--- src/rtl/led_mode_pkg.sv ---
// Shared definitions for the LED pattern sequencer: mode count, widths,
// sequencer FSM encoding and a small one-hot helper.
package led_mode_pkg;

    localparam int NUM_MODES = 4;
    localparam int MODE_W    = 2;
    localparam int LED_W     = 8;

    typedef enum logic [1:0] {
        ST_INIT   = 2'd0,
        ST_RUN    = 2'd1,
        ST_SWITCH = 2'd2
    } seq_state_e;

    // Restart mask that targets only the engine behind the given mode number.
    function automatic logic [NUM_MODES-1:0] mode_onehot(input logic [MODE_W-1:0] mode);
        mode_onehot       = '0;
        mode_onehot[mode] = 1'b1;
    endfunction

endpackage

--- src/rtl/btn_debounce.sv ---
// Push-button conditioner: two-flop synchronizer, stability counter and
// rising-edge detect. Emits one clk-wide pulse per accepted press.
module btn_debounce
    import led_mode_pkg::*;
#(
    parameter int DEB_LEN = 16
) (
    input  logic clk,
    input  logic reset,
    input  logic raw,
    output logic pulse
);

    localparam int CNT_W = $clog2(DEB_LEN);

    logic             sync1_q;
    logic             sync2_q;
    logic             level_q, level_d;
    logic [CNT_W-1:0] cnt_q, cnt_d;
    logic             pulse_q, pulse_d;

    // Count consecutive synchronized samples that disagree with the accepted
    // level; the level flips on the DEB_LEN-th one, any agreeing sample restarts.
    always_comb begin
        level_d = level_q;
        cnt_d   = '0;
        pulse_d = 1'b0;
        if (sync2_q != level_q) begin
            if (cnt_q == CNT_W'(DEB_LEN - 1)) begin
                level_d = sync2_q;
                pulse_d = sync2_q;
            end else begin
                cnt_d = cnt_q + 1'b1;
            end
        end
    end

    // Synchronizer and debounce state registers.
    always_ff @(posedge clk or posedge reset) begin
        if (reset) begin
            sync1_q <= 1'b0;
            sync2_q <= 1'b0;
            level_q <= 1'b0;
            cnt_q   <= '0;
            pulse_q <= 1'b0;
        end else begin
            sync1_q <= raw;
            sync2_q <= sync1_q;
            level_q <= level_d;
            cnt_q   <= cnt_d;
            pulse_q <= pulse_d;
        end
    end

    assign pulse = pulse_q;

endmodule

--- src/rtl/led_mode_sequencer.sv ---
// Control and output stage for the four-mode LED pattern design: step
// prescaler, mode selection (button or auto-cycle), engine restart and LED mux.
module led_mode_sequencer
    import led_mode_pkg::*;
#(
    parameter int TICK_DIV   = 25_000_000,
    parameter int DEB_LEN    = 16,
    parameter int AUTO_STEPS = 32
) (
    input  logic                 clk,
    input  logic                 reset,
    input  logic                 btn_next,
    input  logic                 auto_en,
    input  logic [LED_W-1:0]     mode0_out,
    input  logic [LED_W-1:0]     mode1_out,
    input  logic [LED_W-1:0]     mode2_out,
    input  logic [LED_W-1:0]     mode3_out,
    output logic                 en_tick,
    output logic [NUM_MODES-1:0] mode_rst,
    output logic [MODE_W-1:0]    mode_sel,
    output logic [LED_W-1:0]     LED
);

    localparam int PRE_W  = $clog2(TICK_DIV);
    localparam int AUTO_W = (AUTO_STEPS > 1) ? $clog2(AUTO_STEPS) : 1;

    seq_state_e           state_q, state_d;
    logic [PRE_W-1:0]     pre_q, pre_d;
    logic                 tick_q, tick_d;
    logic [AUTO_W-1:0]    step_q, step_d;
    logic [MODE_W-1:0]    sel_q, sel_d;
    logic [NUM_MODES-1:0] rst_q, rst_d;
    logic [LED_W-1:0]     led_q, led_d;

    logic                 btn_pulse;
    logic                 auto_adv;
    logic                 advance;
    logic [MODE_W-1:0]    next_sel;
    logic [LED_W-1:0]     sel_pattern;

    btn_debounce #(
        .DEB_LEN (DEB_LEN)
    ) u_btn_debounce (
        .clk   (clk),
        .reset (reset),
        .raw   (btn_next),
        .pulse (btn_pulse)
    );

    // Pattern of the currently selected engine, ahead of the LED register.
    always_comb begin
        sel_pattern = mode0_out;
        case (sel_q)
            2'd0:    sel_pattern = mode0_out;
            2'd1:    sel_pattern = mode1_out;
            2'd2:    sel_pattern = mode2_out;
            default: sel_pattern = mode3_out;
        endcase
    end

    // Next-state logic: INIT and SWITCH each last one clk with the prescaler
    // parked at zero; RUN counts steps and advances on a press or auto timeout.
    always_comb begin
        auto_adv = (state_q == ST_RUN) && auto_en && tick_q &&
                   (step_q == AUTO_W'(AUTO_STEPS - 1));
        advance  = (state_q == ST_RUN) && (btn_pulse || auto_adv);
        next_sel = sel_q + 1'b1;

        state_d = state_q;
        pre_d   = pre_q;
        tick_d  = 1'b0;
        step_d  = step_q;
        sel_d   = sel_q;
        rst_d   = rst_q;
        led_d   = led_q;

        case (state_q)
            ST_INIT, ST_SWITCH: begin
                state_d = ST_RUN;
                rst_d   = '0;
                pre_d   = '0;
            end
            ST_RUN: begin
                led_d = sel_pattern;
                if (advance) begin
                    state_d = ST_SWITCH;
                    sel_d   = next_sel;
                    rst_d   = mode_onehot(next_sel);
                    pre_d   = '0;
                    step_d  = '0;
                end else begin
                    if (pre_q == PRE_W'(TICK_DIV - 1)) begin
                        pre_d  = '0;
                        tick_d = 1'b1;
                    end else begin
                        pre_d = pre_q + 1'b1;
                    end
                    if (!auto_en) begin
                        step_d = '0;
                    end else if (tick_q) begin
                        step_d = step_q + 1'b1;
                    end
                end
            end
            default: begin
                state_d = ST_INIT;
                rst_d   = '1;
                pre_d   = '0;
                step_d  = '0;
            end
        endcase
    end

    // Sequencer registers; every output is driven straight from a flop.
    always_ff @(posedge clk or posedge reset) begin
        if (reset) begin
            state_q <= ST_INIT;
            pre_q   <= '0;
            tick_q  <= 1'b0;
            step_q  <= '0;
            sel_q   <= '0;
            rst_q   <= '1;
            led_q   <= '0;
        end else begin
            state_q <= state_d;
            pre_q   <= pre_d;
            tick_q  <= tick_d;
            step_q  <= step_d;
            sel_q   <= sel_d;
            rst_q   <= rst_d;
            led_q   <= led_d;
        end
    end

    assign en_tick  = tick_q;
    assign mode_rst = rst_q;
    assign mode_sel = sel_q;
    assign LED      = led_q;

endmodule

--- config.mk ---
export PLATFORM = sky130hd
export DESIGN_NAME = led_mode_sequencer
export DESIGN_NICKNAME = d
export VERILOG_FILES = /design/src/rtl/led_mode_pkg.sv /design/src/rtl/btn_debounce.sv /design/src/rtl/led_mode_sequencer.sv
export SDC_FILE = /design/constraint.sdc
export NUM_CORES = 1
export LEC_CHECK = 0
export BUFFER_PORTS_ARGS = -buffer_cell sky130_fd_sc_hd__buf_2
export CAP_MARGIN = 15
export CORE_ASPECT_RATIO = 1.4
export CORE_UTILIZATION = 51
export DETAILED_ROUTE_END_ITERATION = 10
export HOLD_SLACK_MARGIN = 0.06
export PLACE_DENSITY = 0.74
export SKIP_LAST_GASP = 1
export SLEW_MARGIN = 20
export SYNTH_ARGS = -nofsm -noshare
export SYNTH_HDL_FRONTEND = slang
export SYNTH_HIERARCHICAL = 1
export SYNTH_SLANG_ARGS = --single-unit
export TNS_END_PERCENT = 50
--- constraint.sdc ---
create_clock -name clk -period 5.23 [get_ports clk]
set_clock_uncertainty 0.05 [all_clocks]
set_input_delay 1.046 -clock clk [delete_from_list [all_inputs] [get_ports clk]]
set_output_delay 1.046 -clock clk [all_outputs]
set_load 0.05 [all_outputs]
==> flow_metrics.tcl <==
set metrics [dict create \
    worst-path-max-fanout 24 \
    synth_area_um2 2770 \
    ys_types 47 \
    finalCritPeriodShare 0.459 \
    hpwl_um 3820 \
    timing.slew.headroom 0.377 \
    synth_top_cell_area_share 0.460 \
    htree_levels 2 \
    dieArea_um2 5740 \
    worstMarginPinSlew_ps 921 \
    cp_data_required_time_ps 5420 \
    leakagePower_nw 1.42 \
    die_w_um 64.3 \
    finalHoldViolations 0 \
    antenna_found_initial 0 \
    core_um2 5200 \
    clkTransAtPathRegs_ps 110 \
    hold_depth 0 \
    drc 0 \
    fillers 439 \
    worst_slack_ps 2830 \
    nets 363 \
    cts_resized 0 \
    drtIter0Drc 129 \
    setup-tns-final_ps 0 \
    clock_latency_ps 320 \
    drt.antenna.violating_nets 0 \
    cts_hold_buf 0 \
    drv_cap 0 \
    synth_area_leaders "dfrtp_1 46%, ha_1 5.0%, dfstp_2 3.8%, nor2_1 3.5%, xnor2_1 3.5%" \
    syn_inst 270 \
    post_cts_buffers 0 \
    multi_input_area_um2 1320 \
    cts_sinks 55 \
    vias 2163 \
    synth_seq_cells 55 \
    yosys_warnings 6 \
    grt_pass1_vias 1998 \
    p_total_uw 854 \
    cts_tree "done" \
    layout-drive-gt1-share 0.246 \
    ys_seq_area_frac 0.498 \
    rows 31 \
    via_per_inst 5.65 \
    diodes 0 \
    startpoint_type "flop" \
    end_kind "flop" \
    slew_violations 0 \
    worstSetupPathType "flop to flop" \
    grt-ovfl-total 0 \
    grt_pass1_wl_um 8820 \
    areaGrowthSynthToFinish_pct 13.8 \
    numCtsBuffers 5 \
    place.gp.congestion 0.810 \
    power_density_nw_per_um2 271 \
    critPathArrivalTime_ps 2590 \
    die_y_um 89.3 \
    hp-class "flop to flop" \
    fin_crit_ps 2400 \
    clock.fmax_mhz 416 \
    yosys.area.top_type "dfrtp_1" \
    final_cell_mix "51 x dfrtp_1, 50 x buf_2, 26 x nor2_1" \
    ios 51 \
    first_pass_iters 4 \
    cts_root_buf "clkbuf_8" \
    regArea_um2 1380 \
    clk_path_buf_depth 2 \
    wl_per_cell_um 14.2 \
    start_util 0.534 \
    ir_worst_vdd_v 0.000207 \
    dp_slack_ps 2730 \
    status "finished, final reports clean" \
    grt_max_degree 48 \
    syn_avg_cell_area_um2 10.3 \
    wl_um 5440 \
    setup_viol 0 \
    grt_usage 0.198 \
    syn-num-nets 317 \
    reg2reg_depth 8 \
    utilization 0.608 \
    numPortBuffers 50 \
    layout_commonest_cell "dfrtp_1" \
    rsz0062_at_grt "no" \
]
==> critical path: stages (launching register included) <==
cell and delay [ps]:
dfrtp_1 420, ha_1 230, and3_1 200, ha_1 200, a31oi_1 470, nand2b_1 200
o21bai_1 190, buf_4 210, a21oi_1 150
==> power breakdown <==
part / leakage (nW) / internal (mW) / switching, mW
Sequential: 0.696 / 0.453 / 0.0380
Clock: 0.0485 / 0.0962 / 0.144
Combinational: 0.677 / 0.0491 / 0.0739
Total: 1.42 / 0.599 / 0.256
==> flip-flops by register name, indices dropped and copies added, names as in the netlist, 2 cells and up <==
name                  count
state_q                   2
u_btn_debounce/cnt_q      4
mode_sel                  2
pre_q                    25
step_q                    5
LED                       8
mode_rst                  4
==> cell usage after synthesis (all sizes together) <==
cell	number
nor3b	2
mux2	6
nor2	26
xor2	6
a21o	1
o21bai	1
a22o	3
and4	2
o31ai	4
nor2b	1
nand3	12
buf	2
and3	4
ha	11
a21oi	19
and2	2
nand4b	2
nand2	19
nand4	7
nor4	5
dfrtp	51
or3	6
clkbuf	10
a222oi	8
or4	4
a31oi	2
dfstp	4
inv	7
o41ai	1
nor3	3
nand2b	3
nor4b	2
a311oi	1
xnor2	11
or4b	1
o21ai	15
nand3b	1
o21a	4
mux2i	1
==> routing by layer <==
| metal | vias up | routed length [µm] | track usage |
|---|---|---|---|
| met5 | - | 0 | 0 |
| met3 | 5 | 215 | 0.0421 |
| met1 | 1037 | 2400 | 0.233 |
| li1 | 1079 | - | - |
| met2 | 42 | 2760 | 0.360 |
| met4 | 0 | 55 | 0.0626 |
==> path summary, 6_finish.rpt <==
path | start | end | slack, ps
worst max-delay path | step_q[0] | pre_q[15] | 2830
worst min-delay path | u_btn_debounce/sync1_q | u_btn_debounce/sync2_q | 300
worst max register to register | step_q[0] | pre_q[15] | 2830
worst min register to register | u_btn_debounce/sync1_q | u_btn_debounce/sync2_q | 300
max in group asynchronous | reset | pre_q[7] | 3830
min in group asynchronous | reset | u_btn_debounce/cnt_q[3] | 610
==> final cells by class <==
cell class | count | share of cell area
multi-input cells | 196 | 0.417
inverters | 7 | 0.00872
flip-flops and latches | 55 | 0.437
clock inverters | 3 | 0.00713
repair buffers | 51 | 0.0816
well taps | 66 | 0.0261
clock buffers | 5 | 0.0218
==> cell families (layout without fill, tap and decap cells) <==
family	Yosys count	count (layout)	share of synthesized area
adders and majority gates	11	11	0.0496
AOI/OAI and AO/OA	59	59	0.139
xor gates and xnor gates	17	17	0.0537
muxes	7	7	0.0293
buffers and inverters	19	66	0.0271
and+or+nand+nor	102	102	0.203
DFF	55	55	0.498
==> metrics by stage <==
step                hold WS [ps]  std cells  area, µm²
floorplan                    281        270       2770
global placement             289        375       3070
detailed placement           291        375       3070
CTS                          309        383       3160
global route                 314        383       3160
finish                       301        383       3160
(Power assumes the default switching activity.)
